--- config.mk ---
export PLATFORM = sky130hd
export DESIGN_NAME = datapath_ctrl_flat
export DESIGN_NICKNAME = d
export VERILOG_FILES = /design/src/rtl/datapath_ctrl_pkg.sv /design/src/rtl/datapath_ctrl_if.sv /design/src/rtl/datapath_ctrl_decode.sv /design/src/rtl/datapath_ctrl.sv /design/src/flat_wrapper.sv
export SDC_FILE = /design/constraint.sdc
export NUM_CORES = 1
export LEC_CHECK = 0
export BUFFER_PORTS_ARGS = -buffer_cell sky130_fd_sc_hd__clkbuf_2
export CORE_ASPECT_RATIO = 1.2
export CORE_UTILIZATION = 51
export DETAILED_ROUTE_END_ITERATION = 8
export PLACE_DENSITY = 0.86
export SKIP_LAST_GASP = 1
export SLEW_MARGIN = 10
export SYNTH_ARGS = -nofsm -noshare
export SYNTH_HDL_FRONTEND = slang
export SYNTH_SLANG_ARGS = --single-unit
--- constraint.sdc ---
create_clock -name clk -period 2.3 [get_ports clk]
set_input_delay 0.23 -clock clk [delete_from_list [all_inputs] [get_ports clk]]
set_output_delay 0.23 -clock clk [all_outputs]
set_load 0.02 [all_outputs]
--- src/rtl/datapath_ctrl_pkg.sv ---
// Shared types and instruction-field layout for the datapath instruction sequencer.
// The low 14 bits of every instruction hold the header; the immediate sits above it.
package datapath_ctrl_pkg;

  localparam int unsigned OpLsb    = 0;
  localparam int unsigned RdLsb    = 3;
  localparam int unsigned Rs1Lsb   = 6;
  localparam int unsigned Rs2Lsb   = 9;
  localparam int unsigned KindLsb  = 12;
  localparam int unsigned ImmLsb   = 14;
  localparam int unsigned RegSelW  = 3;
  localparam int unsigned OpW      = 3;
  localparam int unsigned KindW    = 2;
  localparam int unsigned HdrWidth = ImmLsb;

  typedef enum logic [1:0] {
    KindAluRr = 2'b00,
    KindAluRi = 2'b01,
    KindLoadi = 2'b10,
    KindNop   = 2'b11
  } kind_e;

  typedef enum logic [1:0] {
    StIdle = 2'b00,
    StExec = 2'b01,
    StWb   = 2'b10,
    StDone = 2'b11
  } state_e;

  // Header only, so the struct does not depend on the datapath width.
  typedef struct packed {
    kind_e              kind;
    logic [RegSelW-1:0] rs2;
    logic [RegSelW-1:0] rs1;
    logic [RegSelW-1:0] rd;
    logic [OpW-1:0]     op;
  } instr_hdr_t;

  function automatic logic is_alu(input kind_e kind);
    return (kind == KindAluRr) || (kind == KindAluRi);
  endfunction

endpackage

--- src/rtl/datapath_ctrl_if.sv ---
// Instruction handshake plus datapath control/status bundle for datapath_ctrl.
// master = sequencer side, slave = instruction source / datapath side.
interface datapath_ctrl_if #(
  parameter int unsigned DataWidth = 8
);
  localparam int unsigned InstrWidth = DataWidth + 14;

  logic [InstrWidth-1:0] instr;
  logic                  instr_valid;
  logic                  instr_ready;
  logic [DataWidth-1:0]  ULAResult;
  logic                  Flag_z;
  logic                  CarryOut;
  logic [DataWidth-1:0]  wd3;
  logic [2:0]            wa3;
  logic                  we3;
  logic [2:0]            ra1;
  logic [2:0]            ra2;
  logic [2:0]            ULAControl;
  logic                  select_src;
  logic [DataWidth-1:0]  constante;
  logic [DataWidth-1:0]  result;
  logic                  result_z;
  logic                  result_c;
  logic                  done;
  logic                  sticky_carry;

  modport master (
    input  instr, instr_valid, ULAResult, Flag_z, CarryOut,
    output instr_ready, wd3, wa3, we3, ra1, ra2, ULAControl, select_src, constante,
           result, result_z, result_c, done, sticky_carry
  );

  modport slave (
    output instr, instr_valid, ULAResult, Flag_z, CarryOut,
    input  instr_ready, wd3, wa3, we3, ra1, ra2, ULAControl, select_src, constante,
           result, result_z, result_c, done, sticky_carry
  );

endinterface

--- src/rtl/datapath_ctrl_decode.sv ---
// Combinational field split of an instruction word: register selects, op, immediate,
// operand-source select and the state that follows acceptance.
module datapath_ctrl_decode
  import datapath_ctrl_pkg::*;
#(
  parameter int unsigned DataWidth = 8
) (
  input  logic [DataWidth+HdrWidth-1:0] instr_i,
  output logic [OpW-1:0]                op_o,
  output logic [RegSelW-1:0]            rd_o,
  output logic [RegSelW-1:0]            rs1_o,
  output logic [RegSelW-1:0]            rs2_o,
  output kind_e                         kind_o,
  output logic [DataWidth-1:0]          imm_o,
  output logic                          select_src_o,
  output logic                          is_alu_o,
  output state_e                        next_state_o
);

  instr_hdr_t hdr;

  always_comb begin
    hdr          = instr_hdr_t'(instr_i[HdrWidth-1:0]);
    op_o         = hdr.op;
    rd_o         = hdr.rd;
    rs1_o        = hdr.rs1;
    rs2_o        = hdr.rs2;
    kind_o       = hdr.kind;
    imm_o        = instr_i[ImmLsb +: DataWidth];
    select_src_o = (hdr.kind == KindAluRi);
    is_alu_o     = is_alu(hdr.kind);
    unique case (hdr.kind)
      KindAluRr, KindAluRi: next_state_o = StExec;
      KindLoadi:            next_state_o = StWb;
      default:              next_state_o = StDone;
    endcase
  end

endmodule

--- src/rtl/datapath_ctrl.sv ---
// Instruction sequencer for the register-file/mux/ULA datapath; all outputs registered.
// Optional sticky carry flag enabled by defining DPCTRL_STICKY_CARRY_EN.
module datapath_ctrl
  import datapath_ctrl_pkg::*;
#(
  parameter int unsigned DataWidth = 8
) (
  input logic             clk,
  input logic             reset,
  datapath_ctrl_if.master bus
);

  localparam int unsigned InstrWidth = DataWidth + HdrWidth;

  state_e                  state_q, state_d;
  logic [InstrWidth-1:0]   instr_q, instr_d;
  logic                    instr_ready_q, instr_ready_d;
  logic [DataWidth-1:0]    wd3_q, wd3_d;
  logic [RegSelW-1:0]      wa3_q, wa3_d;
  logic                    we3_q, we3_d;
  logic [RegSelW-1:0]      ra1_q, ra1_d;
  logic [RegSelW-1:0]      ra2_q, ra2_d;
  logic [OpW-1:0]          ula_ctrl_q, ula_ctrl_d;
  logic                    select_src_q, select_src_d;
  logic [DataWidth-1:0]    constante_q, constante_d;
  logic [DataWidth-1:0]    result_q, result_d;
  logic                    result_z_q, result_z_d;
  logic                    result_c_q, result_c_d;
  logic                    done_q, done_d;
  logic                    sticky_q, sticky_d;

  logic                    accept;
  logic [InstrWidth-1:0]   dec_word;
  logic [OpW-1:0]          dec_op;
  logic [RegSelW-1:0]      dec_rd, dec_rs1, dec_rs2;
  kind_e                   dec_kind;
  logic [DataWidth-1:0]    dec_imm;
  logic                    dec_sel, dec_is_alu;
  state_e                  dec_next;

  assign accept   = bus.instr_valid & instr_ready_q;
  // In IDLE decode the offered word so the EXEC controls can be registered on accept.
  assign dec_word = (state_q == StIdle) ? bus.instr : instr_q;

  datapath_ctrl_decode #(
    .DataWidth(DataWidth)
  ) u_decode (
    .instr_i      (dec_word),
    .op_o         (dec_op),
    .rd_o         (dec_rd),
    .rs1_o        (dec_rs1),
    .rs2_o        (dec_rs2),
    .kind_o       (dec_kind),
    .imm_o        (dec_imm),
    .select_src_o (dec_sel),
    .is_alu_o     (dec_is_alu),
    .next_state_o (dec_next)
  );

  always_comb begin
    state_d      = state_q;
    instr_d      = instr_q;
    wd3_d        = wd3_q;
    wa3_d        = wa3_q;
    we3_d        = 1'b0;
    ra1_d        = ra1_q;
    ra2_d        = ra2_q;
    ula_ctrl_d   = ula_ctrl_q;
    select_src_d = select_src_q;
    constante_d  = constante_q;
    result_d     = result_q;
    result_z_d   = result_z_q;
    result_c_d   = result_c_q;
    done_d       = 1'b0;
    sticky_d     = sticky_q;

    case (state_q)
      StIdle: begin
        if (accept) begin
          instr_d = bus.instr;
          state_d = dec_next;
          if (dec_is_alu) begin
            ra1_d        = dec_rs1;
            ra2_d        = dec_rs2;
            ula_ctrl_d   = dec_op;
            select_src_d = dec_sel;
            constante_d  = dec_imm;
          end
          if (dec_kind == KindLoadi) begin
            we3_d = 1'b1;
            wa3_d = dec_rd;
            wd3_d = dec_imm;
          end
          if (dec_kind == KindNop) begin
            done_d = 1'b1;
          end
        end
      end
      StExec: begin
        result_d   = bus.ULAResult;
        result_z_d = bus.Flag_z;
        result_c_d = bus.CarryOut;
        we3_d      = 1'b1;
        wa3_d      = dec_rd;
        wd3_d      = bus.ULAResult;
        state_d    = StWb;
      end
      StWb: begin
        if (dec_kind == KindLoadi) begin
          result_d = dec_imm;
        end
        done_d  = 1'b1;
        state_d = StDone;
      end
      StDone: begin
        state_d = StIdle;
      end
      default: begin
        state_d = StIdle;
      end
    endcase

`ifdef DPCTRL_STICKY_CARRY_EN
    if ((state_q == StExec) && bus.CarryOut) begin
      sticky_d = 1'b1;
    end
    // A NOP clears the flag as it enters DONE, so it reads 0 during that cycle.
    if ((state_q == StIdle) && accept && (dec_kind == KindNop)) begin
      sticky_d = 1'b0;
    end
`else
    sticky_d = 1'b0;
`endif

    instr_ready_d = (state_d == StIdle);
  end

  always_ff @(posedge clk or negedge reset) begin
    if (!reset) begin
      state_q       <= StIdle;
      instr_q       <= '0;
      instr_ready_q <= 1'b0;
      wd3_q         <= '0;
      wa3_q         <= '0;
      we3_q         <= 1'b0;
      ra1_q         <= '0;
      ra2_q         <= '0;
      ula_ctrl_q    <= '0;
      select_src_q  <= 1'b0;
      constante_q   <= '0;
      result_q      <= '0;
      result_z_q    <= 1'b0;
      result_c_q    <= 1'b0;
      done_q        <= 1'b0;
      sticky_q      <= 1'b0;
    end else begin
      state_q       <= state_d;
      instr_q       <= instr_d;
      instr_ready_q <= instr_ready_d;
      wd3_q         <= wd3_d;
      wa3_q         <= wa3_d;
      we3_q         <= we3_d;
      ra1_q         <= ra1_d;
      ra2_q         <= ra2_d;
      ula_ctrl_q    <= ula_ctrl_d;
      select_src_q  <= select_src_d;
      constante_q   <= constante_d;
      result_q      <= result_d;
      result_z_q    <= result_z_d;
      result_c_q    <= result_c_d;
      done_q        <= done_d;
      sticky_q      <= sticky_d;
    end
  end

  assign bus.instr_ready  = instr_ready_q;
  assign bus.wd3          = wd3_q;
  assign bus.wa3          = wa3_q;
  assign bus.we3          = we3_q;
  assign bus.ra1          = ra1_q;
  assign bus.ra2          = ra2_q;
  assign bus.ULAControl   = ula_ctrl_q;
  assign bus.select_src   = select_src_q;
  assign bus.constante    = constante_q;
  assign bus.result       = result_q;
  assign bus.result_z     = result_z_q;
  assign bus.result_c     = result_c_q;
  assign bus.done         = done_q;
  assign bus.sticky_carry = sticky_q;

endmodule

--- src/flat_wrapper.sv ---
// flat-port wrapper written by rule: the top's interface ports become plain ports
module datapath_ctrl_flat import datapath_ctrl_pkg::*;
#(
  parameter int unsigned DataWidth = 8
)
  (clk, reset, bus_instr, bus_instr_valid, bus_ULAResult, bus_Flag_z, bus_CarryOut, bus_instr_ready, bus_wd3, bus_wa3, bus_we3, bus_ra1, bus_ra2, bus_ULAControl, bus_select_src, bus_constante, bus_result, bus_result_z, bus_result_c, bus_done, bus_sticky_carry);
  datapath_ctrl_if #(.DataWidth(DataWidth)) bus_i ();
  input logic clk;
  input logic reset;
  input wire logic [$bits(bus_i.instr)-1:0] bus_instr;
  input wire logic [$bits(bus_i.instr_valid)-1:0] bus_instr_valid;
  input wire logic [$bits(bus_i.ULAResult)-1:0] bus_ULAResult;
  input wire logic [$bits(bus_i.Flag_z)-1:0] bus_Flag_z;
  input wire logic [$bits(bus_i.CarryOut)-1:0] bus_CarryOut;
  output wire logic [$bits(bus_i.instr_ready)-1:0] bus_instr_ready;
  output wire logic [$bits(bus_i.wd3)-1:0] bus_wd3;
  output wire logic [$bits(bus_i.wa3)-1:0] bus_wa3;
  output wire logic [$bits(bus_i.we3)-1:0] bus_we3;
  output wire logic [$bits(bus_i.ra1)-1:0] bus_ra1;
  output wire logic [$bits(bus_i.ra2)-1:0] bus_ra2;
  output wire logic [$bits(bus_i.ULAControl)-1:0] bus_ULAControl;
  output wire logic [$bits(bus_i.select_src)-1:0] bus_select_src;
  output wire logic [$bits(bus_i.constante)-1:0] bus_constante;
  output wire logic [$bits(bus_i.result)-1:0] bus_result;
  output wire logic [$bits(bus_i.result_z)-1:0] bus_result_z;
  output wire logic [$bits(bus_i.result_c)-1:0] bus_result_c;
  output wire logic [$bits(bus_i.done)-1:0] bus_done;
  output wire logic [$bits(bus_i.sticky_carry)-1:0] bus_sticky_carry;
  assign bus_i.instr = bus_instr;
  assign bus_i.instr_valid = bus_instr_valid;
  assign bus_i.ULAResult = bus_ULAResult;
  assign bus_i.Flag_z = bus_Flag_z;
  assign bus_i.CarryOut = bus_CarryOut;
  assign bus_instr_ready = bus_i.instr_ready;
  assign bus_wd3 = bus_i.wd3;
  assign bus_wa3 = bus_i.wa3;
  assign bus_we3 = bus_i.we3;
  assign bus_ra1 = bus_i.ra1;
  assign bus_ra2 = bus_i.ra2;
  assign bus_ULAControl = bus_i.ULAControl;
  assign bus_select_src = bus_i.select_src;
  assign bus_constante = bus_i.constante;
  assign bus_result = bus_i.result;
  assign bus_result_z = bus_i.result_z;
  assign bus_result_c = bus_i.result_c;
  assign bus_done = bus_i.done;
  assign bus_sticky_carry = bus_i.sticky_carry;
  datapath_ctrl #(.DataWidth(DataWidth)) u_core (.clk(clk), .reset(reset), .bus(bus_i));
endmodule
==> flow_metrics.py <==
metrics = {
    "place": {
        "dp_cells": 338,
        "place_congestion": 0.825,
        "dpl.hpwl_um": 4060,
        "place_ws_ps": 302,
        "io_buffers": 76,
    },
    "global_route": {
        "antenna_found_initial": 0,
        "grt_pass1_wl_um": 9180,
        "overflow": 0,
        "grt_usage": 0.232,
        "grt_max_degree": 25,
        "grt_pass1_vias": 1949,
    },
    "clock_tree": {
        "htree_levels": 3,
        "cts-root-buf": "clkbuf_8",
        "clockBufferDepth": 2,
        "clk_latency_ps": 330,
        "cts_buffers": 9,
        "cts_tree": "done",
        "cts.sinks": 57,
        "clkSlewWorstSetupHoldPaths_ps": 70,
    },
    "route": {
        "ant_nets": 0,
        "vias": 1950,
        "viasPerCell": 5.51,
        "routedWlPerCell_um": 16.1,
        "first_pass_iters": 4,
        "drc_errors": 0,
        "wl_um": 5710,
        "drtIter0Drc": 130,
    },
    "power_and_ir_drop": {
        "leakagePower_nw": 1.62,
        "seqPwrFrac": 0.350,
        "internal_power_mw": 3.07,
        "power.share.clock": 0.182,
        "switching_share": 0.400,
        "switching_power_mw": 2.04,
        "power.density_nw_per_um2": 1560,
        "combPwrFrac": 0.468,
        "total_power_mw": 5.11,
        "vdd_drop_max_mv": 0.793,
    },
    "worst_setup_path": {
        "path_cells": "inv_1, ha_1, clkinvlp_4, nor4_1, nor3_1",
        "critPathMaxFanout": 17,
        "critPathArrivalTime_ps": 2240,
        "slowest_stage": "ha_1",
        "endpoint_kind": "flip-flop",
        "critPathMaxStageDelay_ps": 460,
        "r2r_cells": 5,
        "startpoint_type": "flip-flop",
        "worstPathRequired_ps": 2500,
        "reg2reg_slack_ps": 260,
        "critPathKind": "reg -> reg",
    },
    "sta": {
        "tightest_slew_ps": 619,
        "finalHoldViolCount": 0,
        "setup_viol": 0,
        "period_needed_ps": 2040,
        "slew_headroom": 0.587,
        "fmax_mhz": 490,
        "setup_tns_ps": 0,
        "setup_slack_ps": 260,
        "maxSlewViolCount": 0,
        "fin_skew_ps": 9.17,
        "rsz0062_at_grt": "false",
        "period_share": 0.887,
    },
    "outcome": {
        "status": "finished, final reports clean",
    },
    "floorplan": {
        "fp.dieH_um": 80.9,
        "io_pins": 78,
        "fp.coreArea_sq_um": 4970,
        "die_area_sq_um": 5480,
        "num_rows": 28,
        "initial_core_util": 0.532,
        "die_x_um": 67.8,
    },
    "logic_synthesis": {
        "netlist_instances": 210,
        "ys_seq_area_frac": 0.539,
        "syn_avg_cell_area_sq_um": 12.6,
        "ys_types": 35,
        "yosys_warnings": 0,
        "syn_area_sq_um": 2650,
        "syn_nets": 248,
        "synth_seq_cells": 57,
    },
    "cells_and_area": {
        "diodes": 0,
        "synthToLayoutAreaGrowth_pct": 24.0,
        "nets": 328,
        "final_core_util": 0.660,
        "layout.cells.non_filler": 354,
        "drive_above_1_share": 0.503,
    },
    "job": {
        "drv_cap": 0,
    },
    "hold_path": {
        "hold_class": "in -> reg",
        "hold_depth": 2,
    },
}
[power groups by stage]
| stage | logic (mW) | clock network (mW) | registers [mW] |
|---|---|---|---|
| 2_1_floorplan | 1.28 | 0 | 2.18 |
| 6_report | 2.39 | 0.930 | 1.78 |
| 3_5_place_dp | 2.37 | 0 | 1.79 |
| 4_1_cts | 2.40 | 0.945 | 1.79 |
| 3_3_place_gp | 2.30 | 0 | 1.77 |
| 5_1_grt | 2.60 | 0.991 | 1.85 |
[worst paths after layout]
check | startpoint | end
hold / removal | bus_instr[11] | u_core.bus.ra2[2]
min in group asynchronous | reset | u_core.bus.wd3[3]
max in group asynchronous | reset | u_core.bus.wd3[0]
hold reg to reg | u_core.instr_q[20] | u_core.instr_q[20]
setup / recovery | u_core.state_q[0] | u_core.bus.result[1]
setup reg to reg | u_core.state_q[0] | u_core.bus.result[1]
[metrics by stage]
stage / hold slack (ps) / area (sq um)
final: 126 / 3280
after global routing: 117 / 3280
after CTS: 115 / 3280
after detailed placement: 274 / 3070
after global placement: 274 / 3070
after floorplan: -65.6 / 2650
[state kept, by name, indices dropped and copies added, names as in the netlist, 2 cells and up]
| register | cells |
|---|---|
| u_core.bus.ULAControl | 3 |
| u_core.bus.constante | 8 |
| u_core.bus.ra1 | 3 |
| u_core.bus.ra2 | 3 |
| u_core.bus.result | 8 |
| u_core.bus.wa3 | 3 |
| u_core.bus.wd3 | 8 |
| u_core.instr_q | 13 |
| u_core.state_q | 2 |
[cells in the mapped netlist (all sizes together)]
library cell / count / area share
conb: 1 / 0.0014
a21oi: 1 / 0.0019
a21bo: 1 / 0.0038
o22ai: 8 / 0.019
nand3: 2 / 0.0057
mux2i: 9 / 0.034
o31ai: 1 / 0.0028
nor3b: 1 / 0.0071
nand2: 1 / 0.0014
or3b: 1 / 0.0033
nand2b: 9 / 0.021
clkinv: 1 / 0.0014
clkbuf: 3 / 0.0043
nor3: 8 / 0.015
ha: 3 / 0.014
a211oi: 8 / 0.023
a31oi: 1 / 0.0024
nor2: 2 / 0.0028
nor4: 8 / 0.019
and3b: 1 / 0.0033
or2: 1 / 0.0024
and4b: 1 / 0.0038
o21ai: 9 / 0.017
nand4b: 1 / 0.0057
inv: 11 / 0.016
a21o: 1 / 0.0028
mux2: 47 / 0.20
nand3b: 1 / 0.0028
dfrtp: 57 / 0.54
buf: 11 / 0.025
[area by class of cell]
class,instances,area [sq um]
Clock buffer,13,159
Clock inverter,2,37.5
Fill cell,372,1690
Inverter,12,48.8
Multi-Input combinational cell,127,1100
Sequential cell,57,1430
Tap cell,60,75.1
Timing Repair Buffer,83,435
[worst max-delay path: cells and delay by family, from the launching register on]
family        cells  cell delay [ps]
buf+inv           2              490
fa+ha+maj         1              460
simple gates      2              550
flops             1              400
[cells by family after synthesis]
family,Yosys count,synth area share
flops,57,0.539
mux,56,0.234
simple gates,37,0.0936
compound gates,30,0.0723
buf+inv,26,0.0458
fa+ha+maj,3,0.0142
other cells,1,0.00142
[placed cells by master, fill, tap and decap left out, types with 9 or more instances in the layout]
master | netlist | final
mux2i_1 | 9 | 9
o21ai_0 | 9 | 9
dfrtp_1 | 57 | 57
inv_1 | 11 | 11
clkbuf_2 | 0 | 76
clkbuf_8 | 0 | 11
nand2b_1 | 9 | 9
mux2_2 | 46 | 46
[layer usage]
| metal | GRT usage | wire [um] |
|---|---|---|
| met5 | 0 | 0 |
| met4 | 0.129 | 147 |
| met3 | 0.0590 | 294 |
| met2 | 0.372 | 2840 |
| met1 | 0.280 | 2430 |
[repair_timing]
action	CTS	global route
hold endpoints to repair	22	0
buffers inserted	0	0
endpoints found under the setup margin	0	1
hold buffers	1	0
gates resized for setup	0	1
Note: power is estimated with default switching activity, not from simulation.
